`src/rtl/regfile_wb_arbiter_if.sv`:
```
// Bus bundle between the writeback producers, the arbiter and the register-file write port.
// The master modport drives requests and queries; the slave modport is the arbiter side.
interface regfile_wb_arbiter_if #(
  parameter int DEPTH = 4
);
  localparam int CW = $clog2(DEPTH) + 1;

  logic          a_valid;
  logic          a_ready;
  logic [4:0]    a_addr;
  logic [31:0]   a_data;
  logic          b_valid;
  logic          b_ready;
  logic [4:0]    b_addr;
  logic [31:0]   b_data;
  logic [4:0]    q_addr1;
  logic [4:0]    q_addr2;
  logic          q_busy1;
  logic          q_busy2;
  logic [CW-1:0] fifo_count;
  logic [4:0]    wAddr;
  logic [31:0]   wDin;
  logic          wEna;

  modport master (
    output a_valid, a_addr, a_data, b_valid, b_addr, b_data, q_addr1, q_addr2,
    input  a_ready, b_ready, q_busy1, q_busy2, fifo_count, wAddr, wDin, wEna
  );

  modport slave (
    input  a_valid, a_addr, a_data, b_valid, b_addr, b_data, q_addr1, q_addr2,
    output a_ready, b_ready, q_busy1, q_busy2, fifo_count, wAddr, wDin, wEna
  );
endinterface

```
`src/rtl/regfile_wb_arbiter.sv`:
```
// Writeback arbiter: port A (pipeline) has priority, port B is queued in a FIFO with a starvation limit.
// Optional macro WB_DROP_R0_EN discards writes to r0 on both ports.
module regfile_wb_arbiter #(
  parameter int DEPTH      = 4,
  parameter int STARVE_MAX = 8
) (
  input logic                 clk,
  input logic                 rst_n,
  regfile_wb_arbiter_if.slave bus
);
  localparam int AW = $clog2(DEPTH);
  localparam int CW = AW + 1;
  localparam int SW = $clog2(STARVE_MAX + 1);

  typedef struct packed {
    logic [4:0]  addr;
    logic [31:0] data;
  } entry_t;

  entry_t        mem_q [DEPTH];
  logic [AW-1:0] head_q, head_d;
  logic [AW-1:0] tail_q, tail_d;
  logic [CW-1:0] count_q, count_d;
  logic [SW-1:0] starve_q, starve_d;
  logic [4:0]    w_addr_q, w_addr_d;
  logic [31:0]   w_din_q, w_din_d;
  logic          w_ena_q, w_ena_d;

  logic          empty;
  logic          a_ready;
  logic          b_ready;
  logic          a_take;
  logic          a_win;
  logic          b_push;
  logic          pop;
  logic          busy1;
  logic          busy2;
  logic [AW-1:0] idx;

  assign empty   = (count_q == '0);
  assign a_ready = (starve_q < SW'(STARVE_MAX));
  assign b_ready = (count_q < CW'(DEPTH));
  assign a_take  = bus.a_valid && a_ready;

`ifdef WB_DROP_R0_EN
  // r0 writes are accepted but vanish; a dropped A write leaves the slot to the FIFO head
  assign a_win  = a_take && (bus.a_addr != 5'd0);
  assign b_push = bus.b_valid && b_ready && (bus.b_addr != 5'd0);
`else
  assign a_win  = a_take;
  assign b_push = bus.b_valid && b_ready;
`endif

  assign pop = !empty && !a_win;

  always_comb begin
    head_d   = head_q;
    tail_d   = tail_q;
    count_d  = count_q;
    starve_d = '0;
    w_addr_d = w_addr_q;
    w_din_d  = w_din_q;
    w_ena_d  = 1'b0;

    if (pop)    head_d = head_q + AW'(1);
    if (b_push) tail_d = tail_q + AW'(1);

    case ({b_push, pop})
      2'b10:   count_d = count_q + CW'(1);
      2'b01:   count_d = count_q - CW'(1);
      default: count_d = count_q;
    endcase

    if (!empty && a_win) starve_d = starve_q + SW'(1);

    if (a_win) begin
      w_addr_d = bus.a_addr;
      w_din_d  = bus.a_data;
      w_ena_d  = 1'b1;
    end else if (pop) begin
      w_addr_d = mem_q[head_q].addr;
      w_din_d  = mem_q[head_q].data;
      w_ena_d  = 1'b1;
    end
  end

  // Only stored entries count; the popped entry already sits in the output register
  always_comb begin
    busy1 = 1'b0;
    busy2 = 1'b0;
    idx   = '0;
    for (int i = 0; i < DEPTH; i++) begin
      if (CW'(i) < count_q) begin
        idx = head_q + AW'(i);
        if (mem_q[idx].addr == bus.q_addr1) busy1 = 1'b1;
        if (mem_q[idx].addr == bus.q_addr2) busy2 = 1'b1;
      end
    end
`ifdef WB_DROP_R0_EN
    if (bus.q_addr1 == 5'd0) busy1 = 1'b0;
    if (bus.q_addr2 == 5'd0) busy2 = 1'b0;
`endif
  end

  always_ff @(posedge clk or negedge rst_n) begin
    if (!rst_n) begin
      head_q   <= '0;
      tail_q   <= '0;
      count_q  <= '0;
      starve_q <= '0;
      w_addr_q <= '0;
      w_din_q  <= '0;
      w_ena_q  <= 1'b0;
    end else begin
      head_q   <= head_d;
      tail_q   <= tail_d;
      count_q  <= count_d;
      starve_q <= starve_d;
      w_addr_q <= w_addr_d;
      w_din_q  <= w_din_d;
      w_ena_q  <= w_ena_d;
    end
  end

  always_ff @(posedge clk) begin
    if (b_push) mem_q[tail_q] <= '{addr: bus.b_addr, data: bus.b_data};
  end

  assign bus.a_ready    = a_ready;
  assign bus.b_ready    = b_ready;
  assign bus.q_busy1    = busy1;
  assign bus.q_busy2    = busy2;
  assign bus.fifo_count = count_q;
  assign bus.wAddr      = w_addr_q;
  assign bus.wDin       = w_din_q;
  assign bus.wEna       = w_ena_q;
endmodule

```
`src/flat_wrapper.sv`:
```
// flat-port wrapper written by rule: the top's interface ports become plain ports
module regfile_wb_arbiter_flat 
#(
  parameter int DEPTH      = 4,
  parameter int STARVE_MAX = 8
)
  (clk, rst_n, bus_a_valid, bus_a_addr, bus_a_data, bus_b_valid, bus_b_addr, bus_b_data, bus_q_addr1, bus_q_addr2, bus_a_ready, bus_b_ready, bus_q_busy1, bus_q_busy2, bus_fifo_count, bus_wAddr, bus_wDin, bus_wEna);
  regfile_wb_arbiter_if #(.DEPTH(DEPTH)) bus_i ();
  input logic clk;
  input logic rst_n;
  input wire logic [$bits(bus_i.a_valid)-1:0] bus_a_valid;
  input wire logic [$bits(bus_i.a_addr)-1:0] bus_a_addr;
  input wire logic [$bits(bus_i.a_data)-1:0] bus_a_data;
  input wire logic [$bits(bus_i.b_valid)-1:0] bus_b_valid;
  input wire logic [$bits(bus_i.b_addr)-1:0] bus_b_addr;
  input wire logic [$bits(bus_i.b_data)-1:0] bus_b_data;
  input wire logic [$bits(bus_i.q_addr1)-1:0] bus_q_addr1;
  input wire logic [$bits(bus_i.q_addr2)-1:0] bus_q_addr2;
  output wire logic [$bits(bus_i.a_ready)-1:0] bus_a_ready;
  output wire logic [$bits(bus_i.b_ready)-1:0] bus_b_ready;
  output wire logic [$bits(bus_i.q_busy1)-1:0] bus_q_busy1;
  output wire logic [$bits(bus_i.q_busy2)-1:0] bus_q_busy2;
  output wire logic [$bits(bus_i.fifo_count)-1:0] bus_fifo_count;
  output wire logic [$bits(bus_i.wAddr)-1:0] bus_wAddr;
  output wire logic [$bits(bus_i.wDin)-1:0] bus_wDin;
  output wire logic [$bits(bus_i.wEna)-1:0] bus_wEna;
  assign bus_i.a_valid = bus_a_valid;
  assign bus_i.a_addr = bus_a_addr;
  assign bus_i.a_data = bus_a_data;
  assign bus_i.b_valid = bus_b_valid;
  assign bus_i.b_addr = bus_b_addr;
  assign bus_i.b_data = bus_b_data;
  assign bus_i.q_addr1 = bus_q_addr1;
  assign bus_i.q_addr2 = bus_q_addr2;
  assign bus_a_ready = bus_i.a_ready;
  assign bus_b_ready = bus_i.b_ready;
  assign bus_q_busy1 = bus_i.q_busy1;
  assign bus_q_busy2 = bus_i.q_busy2;
  assign bus_fifo_count = bus_i.fifo_count;
  assign bus_wAddr = bus_i.wAddr;
  assign bus_wDin = bus_i.wDin;
  assign bus_wEna = bus_i.wEna;
  regfile_wb_arbiter #(.DEPTH(DEPTH), .STARVE_MAX(STARVE_MAX)) u_core (.clk(clk), .rst_n(rst_n), .bus(bus_i));
endmodule
```
`config.mk`:
```
export PLATFORM = sky130hd
export DESIGN_NAME = regfile_wb_arbiter_flat
export DESIGN_NICKNAME = d
export VERILOG_FILES = /design/src/rtl/regfile_wb_arbiter_if.sv /design/src/rtl/regfile_wb_arbiter.sv /design/src/flat_wrapper.sv
export SDC_FILE = /design/constraint.sdc
export NUM_CORES = 1
export LEC_CHECK = 0
export BUFFER_PORTS_ARGS = -buffer_cell sky130_fd_sc_hd__buf_2
export CAP_MARGIN = 10
export CORE_ASPECT_RATIO = 0.9
export CORE_MARGIN = 2
export CORE_UTILIZATION = 35
export CTS_CLUSTER_SIZE = 25
export DETAILED_ROUTE_END_ITERATION = 10
export HOLD_SLACK_MARGIN = 0.12
export PLACE_DENSITY = 0.63
export REMOVE_ABC_BUFFERS = 1
export SLEW_MARGIN = 25
export SYNTH_ARGS = -nofsm -noshare
export SYNTH_HDL_FRONTEND = slang
export SYNTH_SLANG_ARGS = --single-unit
```
`constraint.sdc`:
```
create_clock -name clk -period 2.6 [get_ports clk]
set_clock_uncertainty 0.15 [all_clocks]
set_input_delay 0.39 -clock clk [delete_from_list [all_inputs] [get_ports clk]]
set_output_delay 0.39 -clock clk [all_outputs]
set_load 0.005 [all_outputs]
```
==> results.sh <==
export IMPL_grt_pass1_vias=5479
export IMPL_syn_instance_count=539
export IMPL_drv_slew=0
export IMPL_timing_critical_path_to="bus_q_busy2"
export IMPL_cap_violations=0
export IMPL_drive_above_1_share_pct=36.3
export IMPL_final_cell_mix="148 x edfxtp_1, 131 x buf_2, 75 x dlygate4sd3_1"
export IMPL_yosysSeqAreaShare_pct=65.6
export IMPL_maxSlewHeadroom_pct=51.6
export IMPL_power_frac_seq_pct=37.0
export IMPL_synth_top_area_share_pct=51.4
export IMPL_synth_top_area_cell="edfxtp_1"
export IMPL_avgSynthCellArea_um2=16.0
export IMPL_clock_power_share_pct=23.9
export IMPL_tightest_slew_ns=0.726
export IMPL_hold_depth=5
export IMPL_antenna_found_initial=2
export IMPL_tns_ns=-1.04
export IMPL_synthFlopType="edfxtp_1"
export IMPL_r2r_end="u_core.bus.wDin[3]$_DFFE_PN0P_"
export IMPL_period_minus_slack_ns=3.12
export IMPL_cts_max_level=4
export IMPL_vias_per_cell=4.76
export IMPL_worstSkewPairLatency_ns=0.42
export IMPL_path_cells="buf_12 -> mux2_2 -> mux2i_4 -> xor2_1 -> nand4_1 -> nor3_1 -> or4_4 -> buf_6"
export IMPL_core_um2=24300
export IMPL_grt_setup_unrepaired="true"
export IMPL_p_sw_mw=3.66
export IMPL_final_hold_viol_count=0
export IMPL_layout_commonest_cell="edfxtp_1"
export IMPL_met1_usage_pct=20.3
export IMPL_intPower_mw=7.90
export IMPL_vdd_drop_max_mv=0.445
export IMPL_setup_viol=2
export IMPL_cts_num_sinks=197
export IMPL_synth_top_family_by_area="multiplexers"
export IMPL_track_usage_pct=15.1
export IMPL_syn2layout_area_growth_pct=33.4
export IMPL_root_buffer="clkbuf_16"
export IMPL_placementRows=54
export IMPL_start_util_pct=35.6
export IMPL_wl_per_cell_um=17.3
export IMPL_crit_buf_inv=2
export IMPL_cts_clk_slew_worst_paths_ns=0.07
export IMPL_muxShareOfSynthArea_pct=17.6
export IMPL_post_route_util_pct=47.5
export IMPL_hpwl_mm=12.4
export IMPL_cp_max_fo=8
export IMPL_cp_depth=8
export IMPL_use_met3_pct=3.39
export IMPL_io_buffer_count=132
export IMPL_status="complete, but fails checks"
export IMPL_busiest_layer="met2"
export IMPL_drc=0
export IMPL_critPathCaptureType="output pin"
export IMPL_hp_class="in -> reg"
export IMPL_synth_area_um2=8640
export IMPL_path_class="reg -> out"
export IMPL_combPwrFrac_pct=39.1
export IMPL_pin_count=133
export IMPL_grt_remaining_overflow=0
export IMPL_drt_total_wl_mm=19.0
export IMPL_nFillCells=2077
export IMPL_die_y_um=153
export IMPL_crit_path_start_kind="flip-flop"
export IMPL_startpoint="u_core.head_q[0]$_DFFE_PN0P_"
export IMPL_grt_max_degree=77
export IMPL_synth_fa_ha_area_share_pct=1.45
export IMPL_detail_route_antenna_nets=0
export IMPL_tritoncts="yes"
export IMPL_fin_nets=873
export IMPL_timing_final_crit_share_pct=120
export IMPL_clk_path_buf_depth=2
export IMPL_rrSetupSlack_ns=0.36
export IMPL_synth_xor_area_share_pct=5.26
export IMPL_firstDrtPassIters=7
export IMPL_synth_area_top_cells="edfxtp_1 51%, dfrtp_1 14%, mux4_2 8.3%, mux2i_1 5.9%, xor2_1 3.0%"
export IMPL_drt_iter0_drc=206
export IMPL_required_ns=2.06
export IMPL_async_reset_ff_share_pct=24.9
export IMPL_path_delay_family="simple AND/OR/NAND/NOR gates"
export IMPL_cp_data_arrival_time_ns=2.58
export IMPL_max_freq_mhz=320
export IMPL_switching_share_pct=31.7
export IMPL_via_count=5221
export IMPL_synth_compound_area_share_pct=3.11
export IMPL_power_per_cell_area_nw_per_um2=1000
export IMPL_synth_edff_count=148
export IMPL_synth_cell_type_count=40
export IMPL_synth_simple_area_share_pct=4.50
export IMPL_cts_buffers=17
export IMPL_total_leakage_power_nw=4.38
export IMPL_yosys_warnings=0
export IMPL_setup_slack_ns=-0.520
export IMPL_fp_dieW_um=170
export IMPL_synth_seq_cells=197
export IMPL_grt_pass1_wl_mm=29.8
export IMPL_hold_start="bus_a_valid"
export IMPL_r2r_start="u_core.bus.fifo_count[1]$_DFFE_PN0P_"
export IMPL_die_area_um2=26000
export IMPL_violations="setup timing"
export IMPL_gp_congestion=0.825
export IMPL_critPathMaxStageDelay_ns=0.55
export IMPL_grtUsageMet2_pct=24.9
export IMPL_critPathSlowestCell="or4_4"
export IMPL_ff2ff_path_depth=6
cell type report:
cell class	count	area, µm²	area share (%)
repair buffers	248	1820	15.8
diodes	1	2.50	0.0217
well taps	308	385	3.34
multi-input cells	303	2990	25.9
inverters	8	30.0	0.260
clock buffers	18	429	3.72
clock inverters	14	193	1.67
flip-flops and latches	197	5680	49.2
timing repair:
action,in CTS,in global routing
endpoints found under the setup margin,2,2
hold buffers,75,0
buffers inserted,1,0
endpoints found under the hold margin,208,0
pin swaps,8,4
gates resized for setup,29,10
gates cloned,1,0
synth_stat cells, types with 3 or more instances:
master	n
mux2i_2	5
mux2i_1	51
nand2_1	50
nor2b_1	3
mux2i_4	3
clkbuf_1	11
and2_1	4
mux2_2	14
nor2_1	11
buf_1	4
buf_2	8
mux4_2	32
edfxtp_1	148
nand4_1	5
o21ai_0	40
xor2_1	30
nor3_1	7
xnor2_1	20
inv_1	7
dfrtp_1	49
ha_1	10
worst reg2reg max path, cell delays in order (launching register included):
cell and delay [ns]:
dfrtp_1 0.46, inv_1 0.13, ha_1 0.18, nor2b_4 0.15, buf_4 0.57, mux2i_1 0.34, o21ai_0 0.11
worst min-delay path by stage:
stage	end	slack (ns)
after floorplan	u_core.bus.fifo_count[0]$_DFFE_PN0P_	-0.06
after global placement	u_core.starve_q[0]$_DFF_PN0_	0.30
after detailed placement	u_core.bus.wDin[4]$_DFFE_PN0P_	0.32
after CTS	u_core.head_q[1]$_DFFE_PN0P_	0.29
after global routing	u_core.head_q[1]$_DFFE_PN0P_	0.34
final	u_core.head_q[1]$_DFFE_PN0P_	0.32
routing by layer:
layer | wire length (µm) | up-vias | share of wire [%]
met5 | 9 | - | 0.047
met4 | 159 | 2 | 0.84
met3 | 721 | 15 | 3.8
met2 | 9200 | 121 | 48
met1 | 8910 | 2585 | 47
li1 | - | 2498 | -
per-stage QoR:
| stage | cell area, µm² | setup WS [ns] | std cells | power, mW | hold slack (ns) |
|---|---|---|---|---|---|
| 2_1_floorplan | 8460 | -1.70 | 508 | 6.95 | -0.0556 |
| 3_3_place_gp | 9900 | -0.115 | 987 | 8.33 | 0.300 |
| 3_5_place_dp | 9900 | -0.139 | 987 | 8.39 | 0.316 |
| 4_1_cts | 11500 | -0.558 | 1096 | 11.6 | 0.288 |
| 5_1_grt | 11500 | -0.614 | 1096 | 12.2 | 0.337 |
| 6_report | 11500 | -0.520 | 1097 | 11.6 | 0.316 |
cell families (layout without fill, tap and decap cells):
kind of cell	Yosys count	count (layout)
AO/OA/AOI/OAI	49	49
XOR/XNOR	51	51
adder cells (fa/ha/maj)	10	10
buffers and inverters	39	288
flip-flops	197	197
multiplexers	105	105
other	0	1
AND/OR/NAND/NOR	88	88
power by group through the flow:
stage          Clock (mW)  Sequential (mW)  Combinational (mW)
2_1_floorplan           0             4.58                2.36
3_3_place_gp            0             4.31                4.02
3_5_place_dp            0             4.33                4.07
4_1_cts              2.85             4.28                4.50
5_1_grt              2.96             4.34                4.93
6_report             2.76             4.27                4.53
flip-flops by register name, summed over array words and instances (netlist names):
name / count
u_core.starve_q: 4
u_core.head_q: 2
u_core.bus.wEna: 1
u_core.bus.wAddr: 5
u_core.mem_q: 148
u_core.tail_q: 2
u_core.bus.fifo_count: 3
u_core.bus.wDin: 32
Note: power is estimated with default switching activity, not from simulation.
